$ cat src/rtl/matrix_mem_sequencer_pkg.sv
// ---------------------------------------------------------------------------
// matrix_mem_sequencer_pkg
// Shared definitions for the matrix memory sequencer: matrix geometry,
// operation encodings, FSM state encoding and a row-slice helper.
// No ports (package).
// ---------------------------------------------------------------------------
package matrix_mem_sequencer_pkg;

  // Matrix geometry: four rows of four signed 32-bit columns
  localparam int ROWS  = 4;
  localparam int COLS  = 4;
  localparam int COL_W = 32;
  localparam int ROW_W = COLS * COL_W;
  localparam int MAT_W = ROWS * ROW_W;

  // Operation encoding, same polarity as the RAM ReadWrite pin
  localparam logic OP_LOAD  = 1'b0;
  localparam logic OP_STORE = 1'b1;

  typedef logic [1:0] row_idx_t;

  localparam row_idx_t ROW_LAST = 2'(ROWS - 1);

  typedef enum logic [2:0] {
    ST_IDLE  = 3'd0,
    ST_CHECK = 3'd1,
    ST_ISSUE = 3'd2,
    ST_WAIT  = 3'd3,
    ST_DONE  = 3'd4
  } state_t;

  // Extract one 128-bit row from a flat 512-bit matrix
  function automatic logic [ROW_W-1:0] rowSlice(input logic [MAT_W-1:0] mat,
                                                input row_idx_t row);
    return mat[row*ROW_W +: ROW_W];
  endfunction

endpackage

$ cat src/rtl/matrix_mem_sequencer_row_buffer.sv
// ---------------------------------------------------------------------------
// matrix_row_buffer
// 4 x 128-bit register file holding one matrix. It can be loaded whole in a
// single cycle (used to latch the store operand) or one row at a time (used
// to assemble the load result). The whole matrix is always readable flat.
//
// Ports:
//   i_Clock    - system clock, rising edge
//   i_ResetN   - asynchronous active-low reset, clears every row
//   i_LoadAll  - load all four rows from i_AllData (has priority)
//   i_AllData  - flat 512-bit matrix to load
//   i_RowWrEn  - write i_RowData into row i_RowSel
//   i_RowSel   - row index for the single-row write
//   i_RowData  - 128-bit row data
//   o_Data     - flat 512-bit view of the stored matrix
// ---------------------------------------------------------------------------
module matrix_row_buffer
  import matrix_mem_sequencer_pkg::*;
(
  input  logic             i_Clock,
  input  logic             i_ResetN,
  input  logic             i_LoadAll,
  input  logic [MAT_W-1:0] i_AllData,
  input  logic             i_RowWrEn,
  input  row_idx_t         i_RowSel,
  input  logic [ROW_W-1:0] i_RowData,
  output logic [MAT_W-1:0] o_Data
);

  logic [ROW_W-1:0] r_Rows [ROWS];

  // Whole-matrix load wins over a single-row write; the sequencer never
  // asks for both on the same instance.
  always_ff @(posedge i_Clock or negedge i_ResetN) begin
    if (!i_ResetN) begin
      for (int r = 0; r < ROWS; r++) begin
        r_Rows[r] <= '0;
      end
    end else if (i_LoadAll) begin
      for (int r = 0; r < ROWS; r++) begin
        r_Rows[r] <= i_AllData[r*ROW_W +: ROW_W];
      end
    end else if (i_RowWrEn) begin
      r_Rows[i_RowSel] <= i_RowData;
    end
  end

  // Flatten the rows back into the packed matrix layout
  always_comb begin
    o_Data = '0;
    for (int r = 0; r < ROWS; r++) begin
      o_Data[r*ROW_W +: ROW_W] = r_Rows[r];
    end
  end

endmodule

$ cat src/rtl/matrix_mem_sequencer.sv
// ---------------------------------------------------------------------------
// matrix_mem_sequencer
// Moves one 4x4 signed 32-bit matrix between the matrix math unit and the
// row-organised RAM. A LOAD reads four consecutive RAM rows into
// o_MatrixOut; a STORE writes the latched i_MatrixIn into four consecutive
// rows. This block is the only master of the RAM.
//
// Ports:
//   i_Clock, i_ResetN         - clock (rising edge), async active-low reset
//   i_Start                   - request strobe, only looked at in IDLE
//   i_Op                      - 0 = LOAD, 1 = STORE
//   i_BaseAddress             - RAM row of matrix row 0
//   i_MatrixIn                - store operand, row r col c at (r*4+c)*32
//   o_MatrixOut               - load result, same packing
//   o_Busy                    - transfer in progress
//   o_Done                    - one-cycle completion pulse
//   o_Error                   - one-cycle pulse for a rejected base address
//   o_MemEnable/ReadWrite/Address, o_MemWrColumn1..4 - RAM request side
//   i_MemRdColumn1..4         - RAM read data
// ---------------------------------------------------------------------------
module matrix_mem_sequencer
  import matrix_mem_sequencer_pkg::*;
#(
  parameter int ADDR_W       = 32,
  parameter int ADDR_MAX     = 255,
  parameter int READ_LATENCY = 1
)(
  input  logic              i_Clock,
  input  logic              i_ResetN,
  input  logic              i_Start,
  input  logic              i_Op,
  input  logic [ADDR_W-1:0] i_BaseAddress,
  input  logic [MAT_W-1:0]  i_MatrixIn,
  output logic [MAT_W-1:0]  o_MatrixOut,
  output logic              o_Busy,
  output logic              o_Done,
  output logic              o_Error,
  output logic              o_MemEnable,
  output logic              o_MemReadWrite,
  output logic [ADDR_W-1:0] o_MemAddress,
  output logic [COL_W-1:0]  o_MemWrColumn1,
  output logic [COL_W-1:0]  o_MemWrColumn2,
  output logic [COL_W-1:0]  o_MemWrColumn3,
  output logic [COL_W-1:0]  o_MemWrColumn4,
  input  logic [COL_W-1:0]  i_MemRdColumn1,
  input  logic [COL_W-1:0]  i_MemRdColumn2,
  input  logic [COL_W-1:0]  i_MemRdColumn3,
  input  logic [COL_W-1:0]  i_MemRdColumn4
);

  // Highest base address whose four rows still fit below ADDR_MAX
  localparam logic [ADDR_W-1:0] LAST_BASE = ADDR_W'(ADDR_MAX - (ROWS - 1));
  localparam logic [1:0]        LAST_WAIT = 2'(READ_LATENCY - 1);

  state_t            r_State;
  state_t            w_NextState;
  row_idx_t          r_Row;
  logic [1:0]        r_WaitCnt;
  logic              r_Op;
  logic [ADDR_W-1:0] r_Base;
  logic [ADDR_W-1:0] r_LastAddr;
  logic [ROW_W-1:0]  r_LastWr;

  logic [MAT_W-1:0]  w_InMatrix;
  logic [ROW_W-1:0]  w_RowData;
  logic [ROW_W-1:0]  w_RdRow;
  logic [ROW_W-1:0]  w_MemWr;
  logic [ADDR_W-1:0] w_RowAddr;
  logic              w_Accept;
  logic              w_BaseBad;
  logic              w_LastWait;
  logic              w_Capture;
  logic              w_Busy;
  logic              w_Done;
  logic              w_Error;
  logic              w_MemEnable;
  logic              w_MemReadWrite;

  assign w_Accept   = (r_State == ST_IDLE) && i_Start;
  assign w_BaseBad  = r_Base > LAST_BASE;
  assign w_LastWait = r_WaitCnt == LAST_WAIT;
  assign w_Capture  = (r_State == ST_WAIT) && w_LastWait;
  assign w_RowData  = rowSlice(w_InMatrix, r_Row);
  assign w_RowAddr  = r_Base + ADDR_W'(r_Row);
  assign w_RdRow    = {i_MemRdColumn4, i_MemRdColumn3, i_MemRdColumn2, i_MemRdColumn1};

  // Store operand snapshot, taken when the request is accepted so later
  // changes of i_MatrixIn cannot leak into the transfer.
  matrix_row_buffer u_InBuf (
    .i_Clock   (i_Clock),
    .i_ResetN  (i_ResetN),
    .i_LoadAll (w_Accept),
    .i_AllData (i_MatrixIn),
    .i_RowWrEn (1'b0),
    .i_RowSel  (2'b00),
    .i_RowData ({ROW_W{1'b0}}),
    .o_Data    (w_InMatrix)
  );

  // Load result, filled one row per completed read
  matrix_row_buffer u_OutBuf (
    .i_Clock   (i_Clock),
    .i_ResetN  (i_ResetN),
    .i_LoadAll (1'b0),
    .i_AllData ({MAT_W{1'b0}}),
    .i_RowWrEn (w_Capture),
    .i_RowSel  (r_Row),
    .i_RowData (w_RdRow),
    .o_Data    (o_MatrixOut)
  );

  // State register
  always_ff @(posedge i_Clock or negedge i_ResetN) begin
    if (!i_ResetN) begin
      r_State <= ST_IDLE;
    end else begin
      r_State <= w_NextState;
    end
  end

  // Next state and the per-state control outputs. Everything here is
  // decoded from the state register, so reset clears MemEnable and Busy
  // without waiting for a clock edge.
  always_comb begin
    w_NextState    = r_State;
    w_Busy         = 1'b0;
    w_Done         = 1'b0;
    w_Error        = 1'b0;
    w_MemEnable    = 1'b0;
    w_MemReadWrite = 1'b0;
    case (r_State)
      ST_IDLE: begin
        if (i_Start) begin
          w_NextState = ST_CHECK;
        end
      end
      ST_CHECK: begin
        if (w_BaseBad) begin
          w_Error     = 1'b1;
          w_NextState = ST_IDLE;
        end else begin
          w_NextState = ST_ISSUE;
        end
      end
      ST_ISSUE: begin
        w_Busy         = 1'b1;
        w_MemEnable    = 1'b1;
        w_MemReadWrite = r_Op;
        if (r_Op == OP_STORE) begin
          if (r_Row == ROW_LAST) begin
            w_NextState = ST_DONE;
          end
        end else begin
          w_NextState = ST_WAIT;
        end
      end
      ST_WAIT: begin
        w_Busy = 1'b1;
        if (w_LastWait) begin
          w_NextState = (r_Row == ROW_LAST) ? ST_DONE : ST_ISSUE;
        end
      end
      ST_DONE: begin
        w_Done      = 1'b1;
        w_NextState = ST_IDLE;
      end
      default: begin
        w_NextState = ST_IDLE;
      end
    endcase
  end

  // Request latch, row/wait counters and the "last driven" RAM address and
  // write data, which the RAM pins hold whenever no access is issued.
  always_ff @(posedge i_Clock or negedge i_ResetN) begin
    if (!i_ResetN) begin
      r_Op       <= OP_LOAD;
      r_Base     <= '0;
      r_Row      <= '0;
      r_WaitCnt  <= '0;
      r_LastAddr <= '0;
      r_LastWr   <= '0;
    end else begin
      if (w_Accept) begin
        r_Op   <= i_Op;
        r_Base <= i_BaseAddress;
      end
      if (r_State == ST_CHECK) begin
        r_Row     <= '0;
        r_WaitCnt <= '0;
      end
      if (r_State == ST_ISSUE) begin
        r_LastAddr <= w_RowAddr;
        if (r_Op == OP_STORE) begin
          r_LastWr <= w_RowData;
          if (r_Row != ROW_LAST) begin
            r_Row <= r_Row + 2'd1;
          end
        end else begin
          r_WaitCnt <= '0;
        end
      end
      if (r_State == ST_WAIT) begin
        if (w_LastWait) begin
          if (r_Row != ROW_LAST) begin
            r_Row <= r_Row + 2'd1;
          end
        end else begin
          r_WaitCnt <= r_WaitCnt + 2'd1;
        end
      end
    end
  end

  // RAM pins: live values during ISSUE, held values otherwise
  assign w_MemWr = ((r_State == ST_ISSUE) && (r_Op == OP_STORE)) ? w_RowData : r_LastWr;

  assign o_MemAddress   = (r_State == ST_ISSUE) ? w_RowAddr : r_LastAddr;
  assign o_MemWrColumn1 = w_MemWr[0*COL_W +: COL_W];
  assign o_MemWrColumn2 = w_MemWr[1*COL_W +: COL_W];
  assign o_MemWrColumn3 = w_MemWr[2*COL_W +: COL_W];
  assign o_MemWrColumn4 = w_MemWr[3*COL_W +: COL_W];
  assign o_MemEnable    = w_MemEnable;
  assign o_MemReadWrite = w_MemReadWrite;
  assign o_Busy         = w_Busy;
  assign o_Done         = w_Done;
  assign o_Error        = w_Error;

endmodule

$ cat config.mk
export PLATFORM = sky130hd
export DESIGN_NAME = matrix_mem_sequencer
export DESIGN_NICKNAME = d
export VERILOG_FILES = /design/src/rtl/matrix_mem_sequencer_pkg.sv /design/src/rtl/matrix_mem_sequencer_row_buffer.sv /design/src/rtl/matrix_mem_sequencer.sv
export SDC_FILE = /design/constraint.sdc
export NUM_CORES = 2
export LEC_CHECK = 0
export CAP_MARGIN = 10
export CORE_AREA = 5 5 517 519
export DETAILED_ROUTE_END_ITERATION = 8
export DIE_AREA = 0 0 522 524
export MAX_ROUTING_LAYER = met4
export PLACE_DENSITY_LB_ADDON = 0.15
export SKIP_CTS_REPAIR_TIMING = 1
export SLEW_MARGIN = 20
export SYNTH_ARGS = -nofsm -noshare
export SYNTH_HDL_FRONTEND = slang
export SYNTH_SLANG_ARGS = --single-unit
$ cat constraint.sdc
create_clock -name i_Clock -period 6.8 [get_ports i_Clock]
set_clock_uncertainty 0.1 [all_clocks]
set_input_delay 1.02 -clock i_Clock [delete_from_list [all_inputs] [get_ports i_Clock]]
set_output_delay 1.02 -clock i_Clock [all_outputs]
set_load 0.005 [all_outputs]
==> impl_metrics.tcl <==
set metrics [dict create \
    status "finished clean" \
    path_max_fanout 32 \
    via_count 31214 \
    hold_path.class "primary input to async pin" \
    synthTopCellsByArea "dfrtp_1 (62%), mux2_2 (27%), mux4_2 (5.8%)" \
    finalPower_w 0.0187 \
    synth-xor-area-share 0.00529 \
    cp_cell_sequence "ha_1, inv_1, fa_1, nor4_4, buf_4, nand4_1, xor2_1, o21ai_1, clkdlybuf4s50_1" \
    place_congestion 0.804 \
    wl_per_cell_um 26.3 \
    max_freq_mhz 186 \
    floorplan.initialDensity 0.190 \
    io_buffer_count 1352 \
    startpoint "r_Row[0]$_DFF_PN0_" \
    grt_pass1_vias 33976 \
    yosysTopAreaCellShare 0.617 \
    slowest_delay_ns 0.94 \
    yosysTopAreaCell "dfrtp_1" \
    boundaryPins 1353 \
    synthMuxAreaShare 0.327 \
    area_growth_pct 45.2 \
    overflow 0 \
    synth_edf_count 0 \
    antenna_found_initial 160 \
    dpl-instance-area_um2 66700 \
    cts_buffer_depth 3 \
    final_cell_area_um2 72100 \
    drtAntennaViolNets 0 \
    cts_tree "yes" \
    path_clk_slew_ns 0.06 \
    synth_top_family_by_area "multiplexers" \
    tightest_slew_ns 1.01 \
    clock_sinks 1224 \
    p_leak_nw 28.7 \
    synth_seq_cells 1224 \
    place.detailed.hpwl_mm 160 \
    powerDensity_nw_per_um2 259 \
    slowest_stage "dfrtp_4" \
    drtIter0Drc 1107 \
    drive_gt1_frac 0.363 \
    root_buffer "clkbuf_16" \
    end_kind "primary output" \
    synth_cell_types 38 \
    ys_seq_area_frac 0.617 \
    synth_ff_type "dfrtp_1" \
    drt-pass1-iter-count 4 \
    fin_crit_ns 5.38 \
    rsz0062_at_grt "false" \
    grt_max_degree 137 \
    fin_tns_setup_ns 0 \
    htreeDepth 4 \
    design.die.area_um2 274000 \
    cp.buffers_inverters 3 \
    rows 188 \
    syn_inst 2913 \
    clk_latency_ns 0.78 \
    multi_input_comb_area_um2 17500 \
    crit_type "flop to primary output" \
    fin_crit_sh 0.791 \
    core_um2 262000 \
    hold_viol_final 0 \
    synth_simple_gate_area_frac 0.0129 \
    setup.worst_path.start_class "flop" \
    synth_compound_area_frac 0.00436 \
    synth_fa_ha_area_frac 0.00242 \
    syn_area_um2 49600 \
    cp.arrival_ns 4.26 \
    wl_mm 212 \
    drc_errors 0 \
    ys_async_sr_fraction 1.00 \
    viasPerCell 3.87 \
    timing.rr.start "r_Row[0]$_DFF_PN0_" \
    irDropWorstVdd_mv 0.214 \
    relSlewSlack 0.330 \
    grt_pass1_wl_mm 289 \
    syn-num-nets 3598 \
    drv_slew 0 \
    grt_usage 0.155 \
    die_y_um 524 \
    n_fill_cell 26775 \
    fin_nets 4983 \
    drv_cap 0 \
    crit_required_ns 5.68 \
    die_x_um 522 \
    ys_warn_count 0 \
    setup_violations 0 \
    cts_buffers 155 \
    cp_top_family "flip-flops" \
    regArea_um2 30600 \
    synth_area_per_cell_um2 17.0 \
]
-- layout make-up --
class,instances,area share
Timing Repair Buffer,1397,0.195
Inverter,8,0.000417
Antenna cell,137,0.00476
Clock buffer,240,0.0641
Clock inverter,25,0.00589
Tap cell,3515,0.0610
Multi-Input combinational cell,1512,0.243
Sequential cell,1224,0.425
-- per-layer routing --
| metal | vias to the layer above | global-route usage | routed length (µm) |
|---|---|---|---|
| met1 | 16230 | 0.159 | 76200 |
| li1 | 13599 | - | - |
| met3 | 263 | 0.0721 | 21900 |
| met5 | - | - | 0 |
| met2 | 1122 | 0.268 | 108000 |
| met4 | 0 | 0.0382 | 5390 |
-- report_power, final --
group	switching, W	leakage, nW	internal [W]	total, W
combinational	0.000779	11.6	0.00133	0.00211
sequential	0.000421	14.7	0.00794	0.00836
clock	0.00341	2.45	0.00480	0.00821
-- state kept, by name, indices dropped and copies added (netlist names) --
signal           count
r_WaitCnt            2
u_OutBuf.o_Data    512
r_Base              32
r_LastAddr          32
r_Row                2
r_Op                 1
r_State              3
r_LastWr           128
u_InBuf.o_Data     512
-- placed cells by master, fill, tap and decap left out, types with 4 or more instances in the layout --
cell type        synthesis  final
clkinv_8                 0      5
xnor2_1                  4      4
nand3_1                 17     17
inv_1                    8      8
clkbuf_16                0    156
diode_2                  0    137
nand2_4                  0      4
a21oi_1                  7      7
ha_1                     8      8
nand4_1                  6      6
mux2_2                1185   1185
clkinv_16                0      5
dfrtp_1               1224   1222
clkbuf_1                22     44
nor4_1                   6      5
buf_12                   0     15
nor2_1                  17     17
mux4_2                 128    128
clkbuf_8                 0     40
o21ai_0                 10     10
clkdlybuf4s50_1          0   1351
o21ai_1                 17     17
clkinv_2                 0      7
and3_1                   8      8
nand2_1                 49     45
xor2_1                  26     26
buf_4                   21     29
-- stage by stage --
step / std cells / setup WS (ns) / hold WS (ns) / utilization
2_1_floorplan: 2913 / 3.02 / 0.352 / -
3_3_place_gp: 7655 / 1.90 / 0.355 / 0.255
3_5_place_dp: 7656 / 2.03 / 0.365 / 0.255
4_1_cts: 7921 / 1.12 / 0.0840 / 0.274
5_1_grt: 8046 / 1.05 / 0.106 / 0.275
6_report: 8058 / 1.42 / 0.135 / 0.275
-- cell usage after synthesis (all sizes together) (4+ instances only) --
cell type  number
a21oi           7
xor2           26
nor2           18
nand4           7
mux2         1185
clkbuf         22
buf           147
nor4            9
xnor2           4
nand2          49
ha              8
and3            8
nand3          19
inv             8
mux4          128
dfrtp        1224
o21ai          28
-- final timing paths --
path	endpoint	slack, ns	cells past startpoint
worst min-delay path	u_OutBuf.o_Data[319]$_DFFE_PN0P_	0.13	1
worst min register to register	r_LastAddr[0]$_DFF_PN0_	0.38	2
worst max register to register	u_OutBuf.o_Data[309]$_DFFE_PN0P_	3.38	5
worst max-delay path	o_MemAddress[28]	1.42	9
max in group asynchronous	u_InBuf.o_Data[76]$_DFFE_PN0P_	5.06	2
min in group i_Clock	r_LastAddr[0]$_DFF_PN0_	0.38	2
-- cells by family (layout without fill, tap and decap cells) --
logic type	after synthesis	in the layout
mux	1314	1314
xor+xnor	30	30
simple gates	120	120
flops	1224	1224
buf+inv	177	1670
compound gates	39	39
other cells	0	137
fa+ha+maj	9	9
No activity file was read; power rests on OpenSTA's default activity.
